### src/rtl/sw_debounce.sv
// Slide-switch conditioner: two-flop synchroniser, shared sample-tick prescaler and
// independent per-bit stability counters, with registered per-bit change pulses.
module sw_debounce #(
   parameter int unsigned WIDTH        = 4,
   parameter int unsigned TICK_DIV     = 50000,
   parameter int unsigned STABLE_TICKS = 10
) (
   input  logic             clk,
   input  logic             reset,
   input  logic [WIDTH-1:0] sw_in,
   output logic [WIDTH-1:0] sw_out,
   output logic [WIDTH-1:0] changed,
   output logic             any_changed
);

   localparam int unsigned PW = $clog2(TICK_DIV);
   localparam int unsigned CW = $clog2(STABLE_TICKS + 1);
   localparam logic [PW-1:0] PreLast = PW'(TICK_DIV - 1);
   localparam logic [CW-1:0] CntLast = CW'(STABLE_TICKS - 1);

   logic [WIDTH-1:0]         sync1_q;
   logic [WIDTH-1:0]         s_q;
   logic [WIDTH-1:0]         sw_out_q, sw_out_d;
   logic [WIDTH-1:0]         changed_q, changed_d;
   logic                     any_q;
   logic [PW-1:0]            pre_q, pre_d;
   logic                     tick;
   logic [WIDTH-1:0][CW-1:0] cnt_q, cnt_d;

   assign tick  = (pre_q == PreLast);
   assign pre_d = tick ? '0 : pre_q + PW'(1);

   always_comb begin
      sw_out_d  = sw_out_q;
      changed_d = '0;
      cnt_d     = cnt_q;
      for (int i = 0; i < WIDTH; i++) begin
         // Any cycle where the input agrees with the output discards accumulated credit.
         if (s_q[i] == sw_out_q[i]) begin
            cnt_d[i] = '0;
         end else if (tick) begin
            if (cnt_q[i] == CntLast) begin
               sw_out_d[i]  = s_q[i];
               cnt_d[i]     = '0;
               changed_d[i] = 1'b1;
            end else begin
               cnt_d[i] = cnt_q[i] + CW'(1);
            end
         end
      end
   end

   always_ff @(posedge clk or negedge reset) begin
      if (!reset) begin
         sync1_q   <= '0;
         s_q       <= '0;
         sw_out_q  <= '0;
         changed_q <= '0;
         any_q     <= 1'b0;
         pre_q     <= '0;
         cnt_q     <= '0;
      end else begin
         sync1_q   <= sw_in;
         s_q       <= sync1_q;
         sw_out_q  <= sw_out_d;
         changed_q <= changed_d;
         any_q     <= |changed_d;
         pre_q     <= pre_d;
         cnt_q     <= cnt_d;
      end
   end

   assign sw_out      = sw_out_q;
   assign changed     = changed_q;
   assign any_changed = any_q;

endmodule
### config.mk
export PLATFORM = sky130hd
export DESIGN_NAME = sw_debounce
export DESIGN_NICKNAME = d
export VERILOG_FILES = /design/src/rtl/sw_debounce.sv
export SDC_FILE = /design/constraint.sdc
export NUM_CORES = 1
export LEC_CHECK = 0
export BUFFER_PORTS_ARGS = -buffer_cell sky130_fd_sc_hd__buf_2
export CORE_MARGIN = 2
export CORE_UTILIZATION = 64
export DETAILED_ROUTE_END_ITERATION = 7
export PLACE_DENSITY = 0.91
export SKIP_LAST_GASP = 1
export SLEW_MARGIN = 0
export SYNTH_ARGS = -nofsm -noshare
export SYNTH_HDL_FRONTEND = slang
export SYNTH_SLANG_ARGS = --single-unit
export TNS_END_PERCENT = 100
### constraint.sdc
create_clock -name clk -period 6 [get_ports clk]
set_input_delay 1.2 -clock clk [delete_from_list [all_inputs] [get_ports clk]]
set_output_delay 1.2 -clock clk [all_outputs]
set_load 0.05 [all_outputs]
==> results by stage, run 1 <==
Run status:
- The flow ran to the end, and the final reports show no timing, DRC or antenna violations.

GRT:
- The number of antenna violations at the first check in global routing is 0.
- The number of global-route vias before repair is 1600.
- The first global-routing pass estimated just under 7 mm of wire.
- The final global-route overflow total is 0.
- The global-route total usage across every layer is around 22%.
- The maximum number of pins on one net before global-route repair is 50.

Layout:
- The count of inserted antenna diode cells is 0.
- The net count of the finished layout is approximately 250.
- In the final layout, the share of cells above drive strength 1 is between 10% and 20%.
- The area added between synthesis and finish is 7.761%.

CTS:
- The cell at the root of the clock tree is sky130_fd_sc_hd__clkbuf_4.
- The number of hold buffers added after cts is 0.
- The clock tree from TritonCTS is yes.
- The clock network latency to the later pin of the worst-skew pair is 0.37 ns.
- The tree built by TritonCTS fans out to just under 50 sinks.
- The count of H-tree levels built during CTS is 2.
- After clock tree synthesis, the setup repair step added 0 buffers.
- The worst-case clock buffer depth is 2.
- The number of cells upsized or downsized after cts is 0.
- The CTS buffer count is 5.
- Clock-pin slew was measured on the worst setup and hold paths at 0.14 ns.

Worst setup path:
- The worst setup path is of the flip-flop to flip-flop kind.
- The largest fanout on the critical path is 14.
- The worst setup path is launched from a flip-flop.
- The capture point of the worst reg-to-reg path is cnt_q[11].
- At the worst endpoint, the required time is 6.30 ns.
- The path depth of the worst reg2reg path is 4.
- The launching point of the worst reg2reg path is pre_q[5].
- STA classifies the critical path endpoint as a flip-flop.
- Data on the critical path arrives at its endpoint at ~2.7 ns.
- The minimum setup slack among reg-to-reg paths is roughly 3.6 ns.

Logic synthesis:
- The dominant combinational cell family by area after synthesis is simple AND/OR/NAND/NOR gates.
- The fraction of synthesized cell area taken by the top area cell type is approximately 55%.
- Sorting the synthesized cells by area gives the leading types as sky130_fd_sc_hd__dfrtp_1, sky130_fd_sc_hd__ha_1, sky130_fd_sc_hd__xnor2_1, sky130_fd_sc_hd__nand2_1, sky130_fd_sc_hd__nor2_1.
- After technology mapping, the gate count stands at ~210.
- The netlist area before placement is about 2200 um2.
- The cell type contributing the most total cell area after synthesis is sky130_fd_sc_hd__dfrtp_1.
- Summing the areas of all compound-gate instances in the mapped netlist gives under 10% of the synthesized area.
- The number of synthesis warnings is 0.
- When the netlist entered floorplanning its net count stood at 228.
- Of the total synthesized cell area, the portion taken by XOR and XNOR cells is 6.253%.
- After synthesis, the netlist uses 32 different library cells.
- The simple-gate area share of the yosys netlist is 22.39%.
- After synthesis, the share of cell area in mux cells is between 2 and 2.5%.
- The number of synthesized register bits is 49.
- The sequential fraction of the synthesis area is between 50 and 60%.
- The synthesized area per cell is 10.52 um2.
- After Yosys synthesis, full adders, half adders and majority gates account for under 10% of the synthesized area.

STA:
- The final hold violation count is 0.
- The highest clock rate is a little over 400 MHz.
- The smallest clock period supported by the final layout is computed as 2.423 ns.
- The final critical path takes up ~40% of the cycle.
- After layout, the worst setup slack is 3.577 ns.
- In the final timing run, aggregate negative setup slack is 0 ns.
- The count of final max-slew check failures was 0.
- The final worst clock skew is 0.01768 ns.
- The transition at the pin with the smallest max-transition slack is around 1.0 ns.
- In this run the tightest slew margin relative to its limit is between 30% and 40%.
- Setup repair after global routing left no endpoint under its margin.
- The count of final setup violators is 0.

Floorplanning:
- The initial utilization of the core area, before any placement, comes to 67.15%.
- The die is 63.17 um tall.
- The area of the core region is roughly 3300 um2.
- In this run the horizontal extent of the chip is about 63 um.
- The die covers 3990 um2.
- In this run the count of I/O pins placed on the die edge is 15.
- The initialized floorplan defines 21 standard-cell rows.

Hold path:
- The worst hold path passes through 0 cells.
- The hold-critical path endpoint is s_q[1].
- The worst hold path begins at sync1_q[1].
- In this run the worst hold path is classified as flip-flop to flip-flop.

Power:
- Power spread over the standard cell area amounts to ~200 nW/um2.
- The worst-case IR drop observed on VDD is around 0.14 mV.
- The static power due to leakage is between 0.001 and 0.0015 uW.

Flow run:
- Max-cap violations in this run came to 0.

Drt:
- The first-iteration detailed-routing DRC count is 123.
- The mean number of vias per cell is between 5 and 6.
- Dividing the detail-routed wire length by the instance count gives around 14 um.
- Summing over every cut layer, the via total after detailed routing is 1571.
- Once detail routing completed, the nets flagged for antenna violations numbered 0.
- The pre-antenna-repair detailed-routing pass consisted of 4 iterations.
- The DRC violations left is 0.
- The wire length after detailed routing is 3.805 mm.

Placed design:
- The minimum setup slack after placement is 3.610 ns.
- The weighted congestion reported at the end of routability-driven placement is about 0.83.
- Summed over all nets, the half-perimeter wirelength after detailed placement is 2.607 mm.
- Port buffering added 14 buffers.
==> cell usage after synthesis, drive strengths merged <==
master   n
a21oi   13
a31o     1
a31oi    4
a41oi    1
and2     1
and3     1
and4     2
buf      1
clkbuf   3
dfrtp   49
ha       9
inv     11
mux2     4
mux2i    1
nand2   24
nand3   10
nand3b   1
nand4    4
nand4b   1
nor2    21
nor3     2
nor4     1
o21ai    8
or3     12
or4      6
or4b     6
xnor2   12
xor2     4
==> worst max-delay path by stage <==
stage,from,end,cells after the start,slack [ns]
global placement,pre_q[5],cnt_q[3],4,3.66
finish,pre_q[5],cnt_q[11],4,3.58
floorplan,pre_q[5],cnt_q[11],4,3.78
global route,pre_q[4],sw_out[1],5,3.48
detailed placement,pre_q[5],cnt_q[3],4,3.61
CTS,pre_q[5],cnt_q[3],4,3.60
==> state kept, by name (all words and copies together), names as in the netlist <==
register and flops:
sync1_q 4, changed 4, cnt_q 16, any_changed 1
s_q 4, sw_out 4, pre_q 16
==> layer usage <==
layer	GRT usage (%)	vias to the layer above	share of wire [%]
met5	0	-	0
met2	36.57	18	47
met1	28.55	762	48
met3	4.107	8	2.4
li1	-	783	-
met4	10.05	0	2.0
==> report_power, final <==
| part | internal (uW) | switching [uW] | total (uW) |
|---|---|---|---|
| Sequential | 333 | 1.06 | 334 |
| Clock | 44.3 | 102 | 147 |
| Combinational | 2.09 | 8.23 | 10.3 |
==> through the flow <==
step / power, uW / instances / hold slack [ns] / util [%] / cell area (um2)
after floorplan: 342.4 / 213 / 0.3312 / - / 2241
after global placement: 350.9 / 270 / 0.3313 / 70.72 / 2360
after detailed placement: 351.2 / 270 / 0.3365 / 70.72 / 2360
after CTS: 494.8 / 278 / 0.3656 / 72.37 / 2415
after global routing: 512.2 / 278 / 0.3781 / 72.37 / 2415
final: 490.9 / 278 / 0.3623 / 72.37 / 2415
==> worst max-delay path, stage by stage (launching register included) <==
cell and delay, ns:
sky130_fd_sc_hd__dfrtp_1 0.44, sky130_fd_sc_hd__or4b_4 0.56, sky130_fd_sc_hd__or4_4 0.65, sky130_fd_sc_hd__or4b_1 0.53
sky130_fd_sc_hd__a31oi_1 0.19
==> final cells by class <==
type	instances	area, um2
fillers	259	922.1
well taps	46	57.56
clock inverters	3	17.52
multi-input cells	149	957.2
inverters	11	41.29
repair buffers	15	77.57
flip-flops and latches	49	1226
clock buffers	5	37.54
==> logic make-up after synthesis <==
logic type / Yosys count
simple gates: 92
flops: 49
compound gates: 27
xor+xnor: 16
buf+inv: 15
fa+ha+maj: 9
mux: 5
==> layout by cell type, fill, tap and decap left out, drive strengths merged <==
cell type	n
a21oi	13
dfrtp	49
nand2	24
nand3	10
or3	12
a31oi	4
nor2	21
clkinv	2
nand3b	1
and4	2
xor2	4
and3	1
mux2	4
nand4	4
nand4b	1
and2	1
nor3	2
a41oi	1
buf	15
o21ai	8
ha	9
clkinvlp	1
mux2i	1
clkbuf	5
or4	6
a31o	1
nor4	1
xnor2	12
inv	11
or4b	6
Power figures use the tool's default switching activity.
==> run 2, diff against run 1 <==
--- a/config.mk
+++ b/config.mk
@@ -7,9 +7,9 @@
 export LEC_CHECK = 0
 export BUFFER_PORTS_ARGS = -buffer_cell sky130_fd_sc_hd__buf_2
 export CORE_MARGIN = 2
-export CORE_UTILIZATION = 64
+export CORE_UTILIZATION = 59
 export DETAILED_ROUTE_END_ITERATION = 7
-export PLACE_DENSITY = 0.91
+export PLACE_DENSITY = 0.85
 export SKIP_LAST_GASP = 1
 export SLEW_MARGIN = 0
 export SYNTH_ARGS = -nofsm -noshare
==> constraint.sdc (replaced) <==
create_clock -name clk -period 2.24 [get_ports clk]
set_input_delay 0.448 -clock clk [delete_from_list [all_inputs] [get_ports clk]]
set_output_delay 0.448 -clock clk [all_outputs]
set_load 0.05 [all_outputs]
==> results by stage, run 2 (synthesis results as in run 1) <==
Flow run:
- The max-capacitance violation count is 0 (unchanged).

CTS:
- The clock network latency to the later pin of the worst-skew pair is 0.29 ns (-0.08 ns).
- The root buffer cell chosen for the clock tree is sky130_fd_sc_hd__clkbuf_8.
- The CTS buffer count is 5 (unchanged).
- The clock-pin slew on the worst setup and hold paths is 0.09 ns (-0.05 ns).
- The count of H-tree levels built during CTS is 2 (unchanged).
- The number of setup buffers added after CTS was 0 (unchanged).
- The count of clock tree sinks is 49 (unchanged).
- The worst-case clock buffer depth is 2 (unchanged).
- TritonCTS built the clock tree.
- The number of cells upsized or downsized after cts is 0 (unchanged).

Power:
- The power spent charging and discharging nets is 301.0 uW (+170%).
- The static power due to leakage was 0.001153 uW (+11%).
- The clock group share of total power is 43.8% (+14 points).
- The sequential share of power is 54.4% (-14 points).
- The share of total power in combinational logic is 1.8% (-0.3 points).
- The maximum resistive drop on vdd is 0.4915 mV (+260%).
- The switching power as a share of total power is 18.32% (-4.4 points).
- The internal power is 1342 uW (+250%).
- The total power divided by cell area is 629.7 nW/um2 (+210%).

Placed design:
- The half-perimeter wire length after placement is 2.951 mm (+13%).
- The weighted congestion reported at the end of routability-driven placement was 0.8467 (+2.4%).
- The minimum setup slack after placement is -0.08684 ns (-3.696 ns).
- The number of input and output port buffers inserted is 14 (unchanged).
- The number of placed instances, taps included is 287 (+6.3%).

STA:
- The time the worst path needs with I/O delays and setup was 2.294 ns (-0.1286 ns).
- The count of final setup violators came to 6 (+6).
- The final worst clock skew was 0.005034 ns (-0.01265 ns).
- Setup repair after global routing could not meet its margin everywhere.
- The highest clock rate is 435.9 MHz (+5.6%).
- The setup slack of the critical path after layout came to -0.05432 ns (-3.631 ns).
- The relative max-transition margin is 68.75% (+38 points).
- The setup TNS after final layout came to -0.1344 ns (-0.1344 ns).
- The post-route clock period utilization is 102.4% (+62 points).
- The transition at the pin with the smallest max-transition slack is 0.4654 ns (-0.5722 ns).
- The final hold violation count is 0 (unchanged).
- The count of final max-slew check failures is 0 (unchanged).

Drt:
- The first-iteration detailed-routing DRC count is 86 (-30%).
- The post-detailed-route wirelength per cell was 13.14 um (-4.0%).
- The total iterations of the first detailed-routing run is 5 (+1).
- The DRC violations left was 0 (unchanged).
- The number of nets with antenna violations after detailed routing came to 0 (unchanged).
- The mean number of vias per cell is 5.631 (-0.36%).
- The number of vias in the routed layout was 1661 (+5.7%).
- The wire length after detailed routing is 3.876 mm (+1.9%).

Layout:
- In the final layout, the registers with the most flip-flops are cnt_q x16, pre_q x16.
- The count of inserted antenna diode cells is 0 (unchanged).
- The non-filler instance count after layout is 295 (+6.1%).
- The proportion of layout cells with a drive suffix above 1 is 17.81% (+5.3 points).
- The area occupied by multi-input gates is 957.2 um2 (unchanged).
- The combined flip-flop and latch cell area is 1226 um2 (unchanged).
- The fraction of the core area covered by cells at the end of the flow came to 71.26% (-1.1 points).
- Leaving out fill and tap cells, the most frequent cell in the layout is sky130_fd_sc_hd__dfrtp_1.
- The library cells used most frequently in the layout, excluding fill and tap cells, are sky130_fd_sc_hd__dfrtp_1, sky130_fd_sc_hd__nand2_1, sky130_fd_sc_hd__nor2_1.
- The area added between synthesis and finish is 16.42%.
- The net count of the finished layout is 261 (+6.1%).
- The number of fillers in the final layout came to 254 (-1.9%).

Worst setup path:
- The kind of critical path is flip-flop to flip-flop.
- In this run the worst setup path terminates at cnt_q[7].
- The most critical setup path has its startpoint at pre_q[5].
- The required time of the critical path was 2.46 ns (-3.84 ns).
- The minimum setup slack among reg-to-reg paths is -0.05 ns (-3.63 ns).
- The largest fanout on the critical path is 8 (-6).
- STA classifies the critical path startpoint as a flip-flop.
- The worst register-to-register path begins at pre_q[5].
- The path depth of the worst reg2reg path was 4 (unchanged).
- The capture point of the worst reg-to-reg path is cnt_q[7].
- The nature of the critical path endpoint is a flip-flop.
- The arrival time reported for the critical path endpoint was 2.51 ns (-0.21 ns).

Floorplanning:
- The number of placed I/O pins was 15 (unchanged).
- The number of placement rows was 22 (+4.8%).
- The die footprint is 4307 um2 (+7.9%).
- The die boundary height was 65.63 um (+3.9%).
- The starting utilization of the core area is 61.21% (-5.9 points).
- The die width is 65.63 um (+3.9%).
- The area of the core region is 3661 um2 (+9.7%).

GRT:
- The first-pass GRT wire length is 6.989 mm (+0.49%).
- The number of antenna violations at the first check in global routing is 0 (unchanged).
- The final global-route overflow total is 0 (unchanged).
- The number of global-route vias before repair was 1602 (+0.13%).
- The global-route total usage across every layer is 21.41% (-0.72 points).
- The maximum number of pins on one net before global-route repair is 22 (-56%).

Hold path:
- The type of the most critical hold path is input pin to async pin.

Run status:
- The run finished, with violations left.
- The final reports fail on setup timing.
-- run 2: cell types whose count changed in the layout (fill, tap and decap cells not counted) --
cell                         change
sky130_fd_sc_hd__buf_4          +15
sky130_fd_sc_hd__clkbuf_4        -5
sky130_fd_sc_hd__clkbuf_8        +5
sky130_fd_sc_hd__bufinv_16       +2
sky130_fd_sc_hd__clkinv_2        -1
sky130_fd_sc_hd__clkinvlp_4      -1
-- run 2: timing repair --
action	4_1_cts	5_1_grt
setup endpoints to repair	6	9
hold buffers	0	0
pin swaps	10	3
-- run 2: area by class of cell --
type	instances	area share, %
clock buffers	5	2.638
clock inverters	3	2.494
inverters	11	1.583
multi-input cells	149	36.69
flip-flops and latches	49	47.00
well taps	48	2.302
repair buffers	30	7.290
-- run 2: critical path, cell delays in order, from the launching register on --
cell and delay (ns):
sky130_fd_sc_hd__dfrtp_1 0.38, sky130_fd_sc_hd__or4b_4 0.54, sky130_fd_sc_hd__or4_4 0.60, sky130_fd_sc_hd__or4b_1 0.50, sky130_fd_sc_hd__a31oi_1 0.19
-- run 2: through the flow --
step	hold WS [ns]	instance area [um2]	total power [uW]
3_3_place_gp	0.3324	2475	942.2
4_1_cts	0.07242	2609	1656
6_report	0.06655	2609	1643
5_1_grt	0.09583	2609	1699
2_1_floorplan	0.1524	2241	917.3
3_5_place_dp	0.3370	2475	943.0
-- run 2: worst min-delay path by stage --
stage                     slack, ns  startpoint     endpoint
final                          0.07       reset   sync1_q[0]
after global routing            0.1       reset       s_q[0]
after CTS                      0.07       reset   sync1_q[0]
after detailed placement       0.34  sync1_q[3]       s_q[3]
after global placement         0.33  sync1_q[2]       s_q[2]
after floorplan                0.15       reset  any_changed
-- run 2: layer usage --
layer | vias to the layer above | wire, um | global-route usage, %
met2 | 29 | 1991 | 34.97
met1 | 814 | 1695 | 28.33
li1 | 813 | - | -
met4 | 0 | 55 | 8.854
met3 | 5 | 133 | 3.596
met5 | - | 0 | 0
-- run 2: power groups by stage --
stage | Combinational [uW] | Clock, uW | Sequential (uW)
6_report | 29.8 | 719 | 894
5_1_grt | 35.7 | 768 | 895
3_3_place_gp | 30.8 | 0 | 911
4_1_cts | 31.3 | 731 | 894
3_5_place_dp | 31.2 | 0 | 912
2_1_floorplan | 5.93 | 0 | 911
